## src/rtl/snake_engine.sv

```systemverilog
// Snake game engine: tick-paced movement, direction filtering, edge
// wrap/wall handling, food growth and self-collision detection.
module snake_engine #(
  parameter int GRID_W   = 8,
  parameter int GRID_H   = 8,
  parameter int MAX_LEN  = 16,
  parameter int INIT_LEN = 4,
  parameter int TICK_CNT = 10000000,
  parameter int WRAP_EN  = 1,
  localparam int CW      = $clog2(GRID_W * GRID_H),
  localparam int LW      = $clog2(MAX_LEN + 1)
) (
  input  logic                    sys_clk,
  input  logic                    sys_rst,
  input  logic                    snake_en,
  input  logic [3:0]              dir_key,
  input  logic [CW-1:0]           food_pos,
  input  logic                    food_valid,
  output logic [MAX_LEN*CW-1:0]   snake_body,
  output logic [LW-1:0]           snake_len,
  output logic [1:0]              state,
  output logic                    move,
  output logic                    food_eaten
);

  localparam int CNTW  = $clog2(TICK_CNT);
  localparam int HEAD0 = (GRID_H / 2) * GRID_W + GRID_W / 2;

  localparam logic [CW-1:0]   C_ONE  = CW'(1);
  localparam logic [CW-1:0]   C_W    = CW'(GRID_W);
  localparam logic [CW-1:0]   C_WM1  = CW'(GRID_W - 1);
  localparam logic [CW-1:0]   C_HM1  = CW'(GRID_H - 1);
  localparam logic [CNTW-1:0] C_LAST = CNTW'(TICK_CNT - 1);

  typedef enum logic [1:0] {IDLE = 2'd0, RUN = 2'd1, DIE = 2'd2} state_t;
  // Encoding chosen so that the reverse direction is dir ^ 1.
  typedef enum logic [1:0] {D_UP = 2'd0, D_DOWN = 2'd1, D_LEFT = 2'd2, D_RIGHT = 2'd3} dir_t;

  state_t          state_q, state_d;
  logic [CNTW-1:0] cnt_q, cnt_d;
  dir_t            dir_q, dir_d;   // latched, waiting for the next step
  dir_t            app_q, app_d;   // last direction actually applied
  logic [LW-1:0]   len_q, len_d;
  logic [CW-1:0]   seg_q [MAX_LEN];
  logic [CW-1:0]   seg_d [MAX_LEN];
  logic [CW-1:0]   init_seg [MAX_LEN];

  logic            key_ok;
  dir_t            key_dir;
  dir_t            eff_dir;
  logic [CW-1:0]   row, col, nrow, ncol, new_head;
  logic            edge_cross, wall_hit, grow, hit, step_ok;
  int              lim;

  // Starting body: horizontal run to the right of the centre cell, rest zero.
  genvar gi;
  generate
    for (gi = 0; gi < MAX_LEN; gi++) begin : g_init
      assign init_seg[gi] = (gi < INIT_LEN) ? CW'(HEAD0 + gi) : '0;
      assign snake_body[gi*CW +: CW] = seg_q[gi];
    end
  endgenerate

  assign snake_len = len_q;
  assign state     = state_q;
  assign move      = (state_q == RUN) && (cnt_q == C_LAST);

  // Key filter: accept a single one-hot key that does not reverse the applied direction.
  always_comb begin
    key_ok  = 1'b1;
    key_dir = D_LEFT;
    case (dir_key)
      4'b0001: key_dir = D_UP;
      4'b0010: key_dir = D_DOWN;
      4'b0100: key_dir = D_LEFT;
      4'b1000: key_dir = D_RIGHT;
      default: key_ok  = 1'b0;
    endcase
    if (key_ok && (key_dir == dir_t'(app_q ^ 2'b01))) key_ok = 1'b0;
  end

  // Next head position, edge handling, food match and self-collision.
  always_comb begin
    eff_dir    = key_ok ? key_dir : dir_q;
    row        = seg_q[0] / C_W;
    col        = seg_q[0] % C_W;
    nrow       = row;
    ncol       = col;
    edge_cross = 1'b0;
    case (eff_dir)
      D_UP:    if (row == '0)    begin edge_cross = 1'b1; nrow = C_HM1; end else nrow = row - C_ONE;
      D_DOWN:  if (row == C_HM1) begin edge_cross = 1'b1; nrow = '0;    end else nrow = row + C_ONE;
      D_LEFT:  if (col == '0)    begin edge_cross = 1'b1; ncol = C_WM1; end else ncol = col - C_ONE;
      default: if (col == C_WM1) begin edge_cross = 1'b1; ncol = '0;    end else ncol = col + C_ONE;
    endcase
    new_head = nrow * C_W + ncol;
    wall_hit = edge_cross && (WRAP_EN == 0);
    grow     = food_valid && (new_head == food_pos);
    // The tail cell vacates on a non-growing step, so it is excluded.
    lim      = int'(len_q) - (grow ? 0 : 1);
    hit      = 1'b0;
    for (int i = 0; i < MAX_LEN; i++) begin
      if ((i < lim) && (seg_q[i] == new_head)) hit = 1'b1;
    end
    step_ok    = move && !wall_hit && !hit;
    food_eaten = step_ok && grow;
  end

  // Game FSM, tick counter, body shift and re-initialisation on IDLE.
  always_comb begin
    state_d = state_q;
    cnt_d   = cnt_q;
    dir_d   = key_ok ? key_dir : dir_q;
    app_d   = app_q;
    len_d   = len_q;
    seg_d   = seg_q;
    case (state_q)
      IDLE: begin
        cnt_d = '0;
        if (snake_en) state_d = RUN;
      end
      RUN: begin
        cnt_d = move ? '0 : cnt_q + CNTW'(1);
        if (move) begin
          if (wall_hit || hit) begin
            state_d = DIE;
          end else begin
            app_d = eff_dir;
            if (grow && (len_q < LW'(MAX_LEN))) len_d = len_q + LW'(1);
            seg_d[0] = new_head;
            for (int i = 1; i < MAX_LEN; i++) seg_d[i] = seg_q[i-1];
            for (int i = 0; i < MAX_LEN; i++) begin
              if (i >= int'(len_d)) seg_d[i] = '0;
            end
          end
        end
      end
      default: cnt_d = '0;
    endcase
    if (!snake_en) state_d = IDLE;
    if (state_d == IDLE) begin
      cnt_d = '0;
      dir_d = D_LEFT;
      app_d = D_LEFT;
      len_d = LW'(INIT_LEN);
      seg_d = init_seg;
    end
  end

  // State registers with synchronous reset.
  always_ff @(posedge sys_clk) begin
    if (sys_rst) begin
      state_q <= IDLE;
      cnt_q   <= '0;
      dir_q   <= D_LEFT;
      app_q   <= D_LEFT;
      len_q   <= LW'(INIT_LEN);
      seg_q   <= init_seg;
    end else begin
      state_q <= state_d;
      cnt_q   <= cnt_d;
      dir_q   <= dir_d;
      app_q   <= app_d;
      len_q   <= len_d;
      seg_q   <= seg_d;
    end
  end

endmodule

```

## config.mk

```make
export PLATFORM = sky130hd
export DESIGN_NAME = snake_engine
export DESIGN_NICKNAME = d
export VERILOG_FILES = /design/src/rtl/snake_engine.sv
export SDC_FILE = /design/constraint.sdc
export NUM_CORES = 1
export LEC_CHECK = 0
export ABC_AREA = 0
export BUFFER_PORTS_ARGS = -buffer_cell sky130_fd_sc_hd__buf_2
export CORE_MARGIN = 1
export CORE_UTILIZATION = 50
export DETAILED_ROUTE_END_ITERATION = 12
export HOLD_SLACK_MARGIN = 0.05
export PLACE_DENSITY_LB_ADDON = 0.25
export SLEW_MARGIN = 20
export SYNTH_ARGS = -nofsm -noshare
export SYNTH_HDL_FRONTEND = slang
export SYNTH_SLANG_ARGS = --single-unit
export TNS_END_PERCENT = 5
```

## constraint.sdc

```tcl
create_clock -name sys_clk -period 16.5 [get_ports sys_clk]
set_input_delay 0.825 -clock sys_clk [delete_from_list [all_inputs] [get_ports sys_clk]]
set_output_delay 0.825 -clock sys_clk [all_outputs]
set_load 0.02 [all_outputs]
```

==> impl_metrics.csv, run 1 <==
group,metric,value,unit
route,via_per_inst,6.36,
timing,grt_setup_unrepaired,"false",
clock_tree,cts_sinks,131,
final_layout,fillers,1481,
route,via_count,8560,
yosys,synthMuxAreaShare,6.34,%
global_routing,grt_pass1_wl,43.0,mm
final_layout,final_area,9850,um2
route,wl_per_cell,20.8,um
final_layout,post-route-util,59.2,%
route,drtPass1Iterations,8,
route,routed_wl,27.9,mm
floorplan,start_util,51.3,%
route,final_antenna_net_count,0,
clock_tree,cts_made_buffers,17,
clock_tree,ctsLongestPathBuffers,2,
floorplan,io_pins,119,
worst_setup_path,arrival,9.47,ns
yosys,ys_seq_area_share,30.7,%
clock_tree,path_clk_slew,0.05,ns
power_and_ir_drop,cellPowerDensity,82.3,nW/um2
placement,place_area,9180,um2
clock_tree,clockRootBuffer,"clkbuf_16",
placement,gp_congestion,1.00,
timing,fin_crit_sh,55.3,%
global_routing,grt_max_degree,110,
power_and_ir_drop,vdd_ir_drop_max,0.0672,mV
worst_setup_path,critPathRequiredTime,16.84,ns
floorplan,design.core.area,16600,um2
placement,place_ws,7.18,ns
yosys,netlist_instances,1032,
timing,relSlewSlack,14.9,%
clock_tree,cts_hold_buffers,0,
timing,setup_viol_count_final,0,
route,wl_met3,3.46,mm
placement,io_buffers,118,
yosys,yosysWarnings,0,
clock_tree,cts_resized,0,
yosys,synth_simple_gate_area_share,24.7,%
final_layout,syn_to_final_growth,15.3,%
worst_setup_path,cp_common_cell,"ha_1",
global_routing,grt_pass1_vias,7650,
worst_setup_path,cp-end-kind,"flip-flop",
timing,max_freq,0.110,GHz
yosys,synth-adder-area-share,2.14,%
clock_tree,clock_latency,0.43,ns
floorplan,die_w,133,um
placement,hpwl,19.6,mm
timing,final.setup.worst_slack,7.37,ns
worst_setup_path,path_class,"in2reg",
worst_setup_path,worstPathMaxFanout,39,
clock_tree,cts_max_level,4,
worst_setup_path,cp-start-kind,"input pin",
route,route.met2.wl,11.9,mm
final_layout,nets,1140,
yosys,ys.flop_type,"dfxtp_1",
route,first_iter_violations,1044,
route,drc,0,
worst_setup_path,cp_slowest_cell,"nand4_1",
yosys,synth_edf_count,0,
yosys,synth_nets,1060,
clock_tree,postCtsSetupBuffers,0,
floorplan,die-area,17600,um2
timing,fin_tns_setup,0,ns
final_layout,final_common_cell,"nand2_1",
final_layout,antenna_cells,0,
timing,skew,0.00788,ns
yosys,ys_ff_latch,131,
floorplan,rows,47,
run,max_cap_viol_count,0,
final_layout,mostFrequentLayoutCells,"nand2_1, dfxtp_1, buf_2",
clock_tree,cts_tree,"done",
floorplan,die_h,133,um
worst_hold_path,hp-class,"reg2reg",
yosys,synthXorXnorAreaFrac,12.8,%
global_routing,grt_antenna_before_repair,0,
yosys,synth_top_family_by_area,"simple AND/OR/NAND/NOR gates",
route,dr.max_layer_used,"met4",
yosys,synthDistinctLibCells,85,
timing,drv_slew,0,
final_layout,drive_above_1_share,17.6,%
outcome,status,"finished clean",
power_and_ir_drop,leakagePower,3.79,nW
worst_setup_path,cp_slowest_stage_delay,0.94,ns
timing,tightest_slew,1.24,ns
timing,hold_viol,0,
yosys,syn-mean-instance-area,8.28,um2
yosys,synth_compound_area_share,18.4,%
global_routing,grt_overflow,0,
global_routing,grt_usage,31.6,%
route,wirelength_met1,11.4,mm
timing,fin_crit,9.13,ns
yosys,async_reset_ff_share,0,%
yosys,syn_area,8540,um2
-- cell usage after synthesis (all sizes together), types with 10 or more instances --
cell type	instances	area share, %
a2111oi	13	1.7
a211oi	11	1.0
a21oi	24	1.6
a31oi	17	1.4
buf	26	2.0
clkbuf	42	1.8
dfxtp	131	31
ha	13	1.9
inv	24	1.1
mux2i	53	6.2
nand2	159	7.0
nand3	36	2.1
nand4	36	2.6
nor2	59	2.7
nor3	28	1.7
nor4	28	2.3
o211ai	21	1.9
o21ai	61	3.6
or3	13	0.95
or4	10	0.92
xnor2	51	5.4
xnor3	13	3.4
xor2	36	3.7
-- cells by family after synthesis --
group	Yosys count
compound gates	217
xor+xnor	101
fa+ha+maj	14
buf+inv	92
flops	131
mux	54
simple gates	423
-- report_power, final --
| part | leakage, nW | switching, mW | total [mW] | internal, mW |
|---|---|---|---|---|
| registers | 1.06 | 0.000276 | 0.317 | 0.317 |
| logic | 2.42 | 0.0436 | 0.0676 | 0.0240 |
| clock network | 0.321 | 0.142 | 0.427 | 0.284 |
-- sequential cells by signal, indices dropped and copies added (netlist names) --
name	count
snake_body	96
dir_q	2
state	2
snake_len	5
cnt_q	24
app_q	2
-- metrics by stage --
stage,cells,hold slack (ns),total power [mW]
after floorplan,1032,0.438,0.375
after global placement,1313,0.461,0.389
after detailed placement,1313,0.472,0.390
after CTS,1345,0.485,0.812
after global routing,1345,0.514,0.832
final,1345,0.477,0.811
-- area by class of cell --
cell class | count | area, um2 | area share [%]
Clock inverter | 8 | 171 | 1.74
Tap cell | 220 | 275 | 2.79
Multi-Input combinational cell | 809 | 5530 | 56.1
Inverter | 24 | 90.1 | 0.915
Clock buffer | 24 | 492 | 4.99
Timing Repair Buffer | 129 | 673 | 6.83
Sequential cell | 131 | 2620 | 26.6
-- layer usage --
layer  up-vias  track usage [%]
met1      3984             42.8
li1       3948                -
met5         -                0
met2       527             45.3
met3       101             10.2
met4         0             14.9
-- critical path: cells and delay by family --
| kind | cells | cell delay [ns] |
|---|---|---|
| buf+inv | 3 | 1.04 |
| fa+ha+maj | 4 | 1.28 |
| simple gates | 8 | 2.59 |
| compound gates | 11 | 3.07 |
| mux | 1 | 0.29 |
| xor+xnor | 2 | 0.30 |
-- worst paths after layout --
path | startpoint | to | slack, ns | cells after the start
min | cnt_q[0] | cnt_q[0] | 0.48 | 1
max | dir_key[2] | snake_body[47] | 7.37 | 29
min reg2reg | cnt_q[0] | cnt_q[0] | 0.48 | 1
max reg2reg | app_q[0] | snake_body[47] | 7.51 | 28
Note: power is estimated with default switching activity, not from simulation.
==> inputs of run 2 (changes only) <==
clock period = 8.4 ns   (was 16.5 ns; I/O delays follow)
==> impl_metrics.csv, run 2 (same netlist as run 1, synthesis figures left out) <==
group,metric,value,unit
outcome,status,"finished clean",
clock_tree,path_clk_slew,0.07,ns
floorplan,die-area,17600,um2
final_layout,mostFrequentLayoutCells,"nand2_1, dfxtp_1, buf_2",
clock_tree,cts_made_buffers,17,
global_routing,grt_pass1_vias,7691,
route,via_count,8621,
route,drc,0,
route,routed_wl,28.1,mm
clock_tree,clock_latency,0.44,ns
route,wl_per_cell,20.7,um
timing,tightest_slew,1.25,ns
final_layout,drive_above_1_share,18.7,%
global_routing,grt_antenna_before_repair,0,
floorplan,die_h,133,um
global_routing,grt_usage,31.9,%
clock_tree,cts_tree,"done",
timing,skew,0.00948,ns
timing,relSlewSlack,14.7,%
timing,hold_viol,0,
timing,fin_crit,8.08,ns
timing,grt_setup_unrepaired,"false",
worst_setup_path,cp-end-kind,"output port",
clock_tree,cts_hold_buffers,0,
floorplan,die_w,133,um
worst_setup_path,r2r_cells,28,
global_routing,grt_pass1_wl,43.5,mm
worst_setup_path,cp-startpoint,"app_q[1]",
route,wl_met3,2.83,mm
final_layout,syn_to_final_growth,16.0,%
timing,setup_viol_count_final,0,
timing,fin_crit_sh,96.2,%
route,drtPass1Iterations,6,
placement,gp_congestion,1.02,
placement,io_buffers,118,
run,max_cap_viol_count,0,
placement,place_area,9300,um2
placement,hpwl,19.9,mm
worst_setup_path,reg2reg_from,"app_q[0]",
route,final_antenna_net_count,0,
clock_tree,postCtsSetupBuffers,0,
global_routing,grt_max_degree,71,
worst_setup_path,critPathRequiredTime,7.98,ns
clock_tree,ctsLongestPathBuffers,2,
power_and_ir_drop,vdd_ir_drop_max,0.149,mV
placement,place_ws,0.542,ns
power_and_ir_drop,cellPowerDensity,157,nW/um2
power_and_ir_drop,leakagePower,3.84,nW
timing,drv_slew,0,
worst_setup_path,cp-start-kind,"flip-flop",
timing,max_freq,0.124,GHz
route,wirelength_met1,12.3,mm
timing,final.setup.worst_slack,0.317,ns
final_layout,multi_input_area,5520,um2
floorplan,rows,47,
clock_tree,cts_sinks,131,
clock_tree,cts_max_level,4,
floorplan,design.core.area,16600,um2
global_routing,grt_overflow,0,
route,via_per_inst,6.35,
floorplan,start_util,51.3,%
worst_setup_path,r2r_end,"snake_body[7]",
final_layout,antenna_cells,0,
worst_hold_path,hp-class,"in2reg",
clock_tree,cts_resized,0,
final_layout,final_area,9910,um2
timing,fin_tns_setup,0,ns
worst_setup_path,arrival,7.66,ns
worst_setup_path,worstPathMaxFanout,12,
route,route.met2.wl,12.4,mm
final_layout,fillers,1502,
final_layout,largest_reg_flops,96,
worst_setup_path,path_class,"reg2out",
floorplan,io_pins,119,
final_layout,final_common_cell,"nand2_1",
clock_tree,clockRootBuffer,"clkbuf_16",
final_layout,ff_latch_area,2620,um2
worst_setup_path,reg2reg_slack,0.58,ns
final_layout,nets,1152,
route,dr.max_layer_used,"met4",
route,first_iter_violations,1094,
worst_setup_path,crit_end,"food_eaten",
run 2: cell types whose count changed in the layout (fill, tap and decap cells not counted), moves of 2 or more:
cell	previous run	this run
clkinv_4	1	5
buf_12	0	2
bufinv_16	5	3
buf_4	11	21
clkbuf_1	3	0
clkbuf_8	4	1
run 2: worst min-delay path by stage:
stage              from  depth (start not counted)           end
3_5_place_dp   cnt_q[0]                          1      cnt_q[0]
3_3_place_gp   cnt_q[0]                          1      cnt_q[0]
5_1_grt         sys_rst                          3  snake_len[2]
6_report        sys_rst                          3  snake_len[2]
2_1_floorplan  cnt_q[0]                          1      cnt_q[0]
4_1_cts         sys_rst                          3  snake_len[2]
run 2: routing by layer:
metal,up-vias,track usage (%)
met2,455,47.0
li1,3985,-
met4,0,10.7
met3,65,8.28
met1,4116,45.0
met5,-,0
run 2: worst max-delay path, stage by stage (launching register included):
cell and delay (ns):
dfxtp_1 0.51, xor2_1 0.16, a2111oi_4 0.53, a31oi_4 0.15
nand2b_1 0.20, a21oi_1 0.16, a31oi_1 0.06, ha_1 0.22
fa_1 0.44, xor3_1 0.44, xnor2_1 0.58, or3_1 0.26
ha_1 0.19, ha_1 0.30, nor2b_1 0.29, a31oi_1 0.12
o21ai_1 0.47, a221oi_1 0.19, o21ai_1 0.18, nor4_1 0.11
nor4_1 0.50, o21ai_0 0.33, nor4_1 0.53, buf_2 0.26
run 2: per-stage QoR:
stage / utilization [%] / instances / total power [mW] / hold WS (ns)
after CTS: 59.6 / 1357 / 1.55 / 0.421
after detailed placement: 55.9 / 1325 / 0.770 / 0.478
after global placement: 55.9 / 1325 / 0.770 / 0.458
after floorplan: - / 1032 / 0.737 / 0.438
after global routing: 59.6 / 1357 / 1.59 / 0.444
final: 59.6 / 1357 / 1.55 / 0.419
run 2: power by group:
part,internal [mW],leakage (nW),switching [mW]
clock network,0.478,0.298,0.313
registers,0.622,1.06,0.000582
logic,0.0490,2.48,0.0891
run 2: layout make-up:
type,count,area share [%]
clock buffers,18,4.43
clock inverters,14,1.80
inverters,24,0.909
multi-input cells,809,55.7
flip-flops and latches,131,26.5
well taps,220,2.78
repair buffers,141,7.95
==> inputs of run 3 (changes only) <==
ABC_AREA = 1   (was 0)
CORE_UTILIZATION = 47   (was 50)
CTS_CLUSTER_SIZE = 12   (was not set)
==> impl_metrics.csv, run 3 <==
group,metric,value,unit
yosys,netlist_top_cells_count,"nand2_1, nand3_1, inv_1, nor2_1, dfxtp_1",
power_and_ir_drop,seqPwrFrac,37.8,%
power_and_ir_drop,internal_power,1.21,mW
final_layout,mostFrequentLayoutCells,"nand2_1, nand3_1, inv_1",
yosys,synth_edf_count,0,
timing,fin_tns_setup,0,ns
floorplan,rows,47,
worst_setup_path,cp_common_cell,"nor2_1",
worst_setup_path,path_buf_inv,6,
yosys,synth_top_area_share,32.0,%
yosys,synth_compound_area_share,10.2,%
clock_tree,ctsLongestPathBuffers,2,
route,final_antenna_net_count,0,
final_layout,antenna_cells,0,
final_layout,drive_above_1_share,15.4,%
power_and_ir_drop,switchingPower,0.437,mW
route,via_per_inst,5.41,
timing,relSlewSlack,34.7,%
clock_tree,cts_max_level,4,
route,via_count,8570,
power_and_ir_drop,cellPowerDensity,174,nW/um2
clock_tree,cts_resized,0,
worst_setup_path,worstPathMaxFanout,16,
run,max_cap_viol_count,0,
floorplan,design.core.area,16800,um2
clock_tree,cts_made_buffers,17,
timing,grt_setup_unrepaired,"false",
global_routing,met3_usage,4.69,%
timing,fin_crit_sh,89.3,%
global_routing,grt_max_degree,73,
placement,hpwl,18.0,mm
worst_setup_path,arrival,7.08,ns
yosys,async_reset_ff_share,0,%
yosys,yosysWarnings,0,
yosys,synthXorXnorAreaFrac,5.64,%
worst_setup_path,critPathRequiredTime,7.98,ns
final_layout,final_common_cell,"nand2_1",
yosys,synth_nets,1285,
global_routing,use_met1,40.0,%
placement,gp_congestion,0.913,
final_layout,final_area,9460,um2
yosys,synth.largest_area_cell,"dfxtp_1",
route,drc,0,
power_and_ir_drop,total_power,1.65,mW
final_layout,post-route-util,56.2,%
yosys,synth-adder-area-share,2.23,%
worst_setup_path,cp-end-kind,"output port",
worst_setup_path,cp-start-kind,"flip-flop",
power_and_ir_drop,switching_share,26.6,%
clock_tree,clock_latency,0.43,ns
clock_tree,postCtsSetupBuffers,0,
final_layout,syn_to_final_growth,15.6,%
route,routed_wl,25.7,mm
timing,fin_hold_ws,0.453,ns
timing,drv_slew,0,
power_and_ir_drop,vdd_ir_drop_max,0.133,mV
worst_setup_path,cp_slowest_cell,"dfxtp_1",
global_routing,grt_pass1_wl,41.2,mm
timing,skew,0.00711,ns
worst_setup_path,path_class,"reg2out",
final_layout,fillers,1687,
global_routing,grt_antenna_before_repair,0,
final_layout,largest_reg_flops,96,
yosys,synth_simple_gate_area_share,39.4,%
clock_tree,clockRootBuffer,"clkbuf_16",
placement,dp.cells,1552,
timing,max_freq,0.133,GHz
floorplan,start_util,48.7,%
clock_tree,path_clk_slew,0.06,ns
global_routing,grt_usage,29.2,%
timing,setup_viol_count_final,0,
placement,place_ws,1.04,ns
power_and_ir_drop,p_clk_share,50.5,%
timing,hold_viol,0,
global_routing,grt_overflow,0,
clock_tree,cts_hold_buffers,0,
clock_tree,cts_sinks,131,
final_layout,nets,1379,
yosys,ys.flop_type,"dfxtp_1",
placement,io_buffers,118,
yosys,ys_ff_latch,131,
power_and_ir_drop,pwr-share-comb,11.7,%
final_layout,final_cells,1584,
yosys,synth_top_family_by_area,"simple AND/OR/NAND/NOR gates",
global_routing,grt_pass1_vias,7848,
yosys,syn_area,8180,um2
timing,tightest_slew,0.980,ns
worst_hold_path,hp-class,"reg2reg",
yosys,synth_most_common_cell,"nand2_1",
power_and_ir_drop,leakagePower,4.33,nW
yosys,syn-mean-instance-area,6.51,um2
yosys,synthMuxAreaShare,0,%
floorplan,die-area,17900,um2
timing,final.setup.worst_slack,0.901,ns
clock_tree,cts_tree,"done",
worst_setup_path,crit_family,"simple AND/OR/NAND/NOR gates",
floorplan,die_w,134,um
route,drtPass1Iterations,5,
global_routing,top_usage_layer,"met2",
worst_setup_path,cp_slowest_stage_delay,0.63,ns
timing,fin_crit,7.50,ns
placement,place_area,8810,um2
global_routing,use_met2,45.9,%
floorplan,die_h,134,um
floorplan,io_pins,119,
route,first_iter_violations,688,
yosys,netlist_instances,1257,
route,wl_per_cell,16.2,um
yosys,synthTopCellsByArea,"dfxtp_1, nand2_1, nand3_1, inv_1, nor2_1",
yosys,synthDistinctLibCells,47,
yosys,ys_seq_area_share,32.0,%
outcome,status,"finished clean",
==> run 3: cell types whose count changed after synthesis, sizes merged, moves of 18 or more <==
| cell | change |
|---|---|
| nand2 | +171 |
| nand3 | +129 |
| inv | +121 |
| nor2 | +88 |
| a21oi | +74 |
| mux2i | -53 |
| o21ai | -38 |
| xnor2 | -35 |
| clkbuf | -22 |
| nor4 | -18 |
==> run 3: power by group through the flow <==
stage | Sequential, mW | Combinational [mW] | Clock, mW
after floorplan | 0.636 | 0.144 | 0
after global placement | 0.636 | 0.187 | 0
after detailed placement | 0.636 | 0.188 | 0
after CTS | 0.623 | 0.189 | 0.839
after global routing | 0.622 | 0.210 | 0.863
final | 0.623 | 0.193 | 0.832
==> run 3: cell families after synthesis <==
kind of cell	count (synthesis)
xor+xnor	51
compound gates	150
buf+inv	197
fa+ha+maj	14
flops	131
simple gates	714
==> run 3: final timing paths <==
check           startpoint             end  slack [ns]  depth (start not counted)
max          snake_body[0]      food_eaten        0.90                         34
min               cnt_q[0]        cnt_q[0]        0.45                          1
max reg2reg  snake_body[0]  snake_body[86]        1.17                         36
min reg2reg       cnt_q[0]        cnt_q[0]        0.45                          1
==> run 3: per-layer routing <==
| layer | wire length (um) | vias to the layer above |
|---|---|---|
| met4 | 626 | 0 |
| met1 | 11600 | 3946 |
| met2 | 11700 | 319 |
| li1 | - | 4253 |
| met5 | 0 | - |
| met3 | 1740 | 52 |
==> run 3: cell type report <==
type / instances / area (um2) / area share [%]
Clock buffer: 18 / 429 / 4.54
Clock inverter: 14 / 224 / 2.37
Inverter: 145 / 544 / 5.75
Multi-Input combinational cell: 929 / 4710 / 49.8
Sequential cell: 131 / 2620 / 27.7
Tap cell: 220 / 275 / 2.91
Timing Repair Buffer: 127 / 658 / 6.96
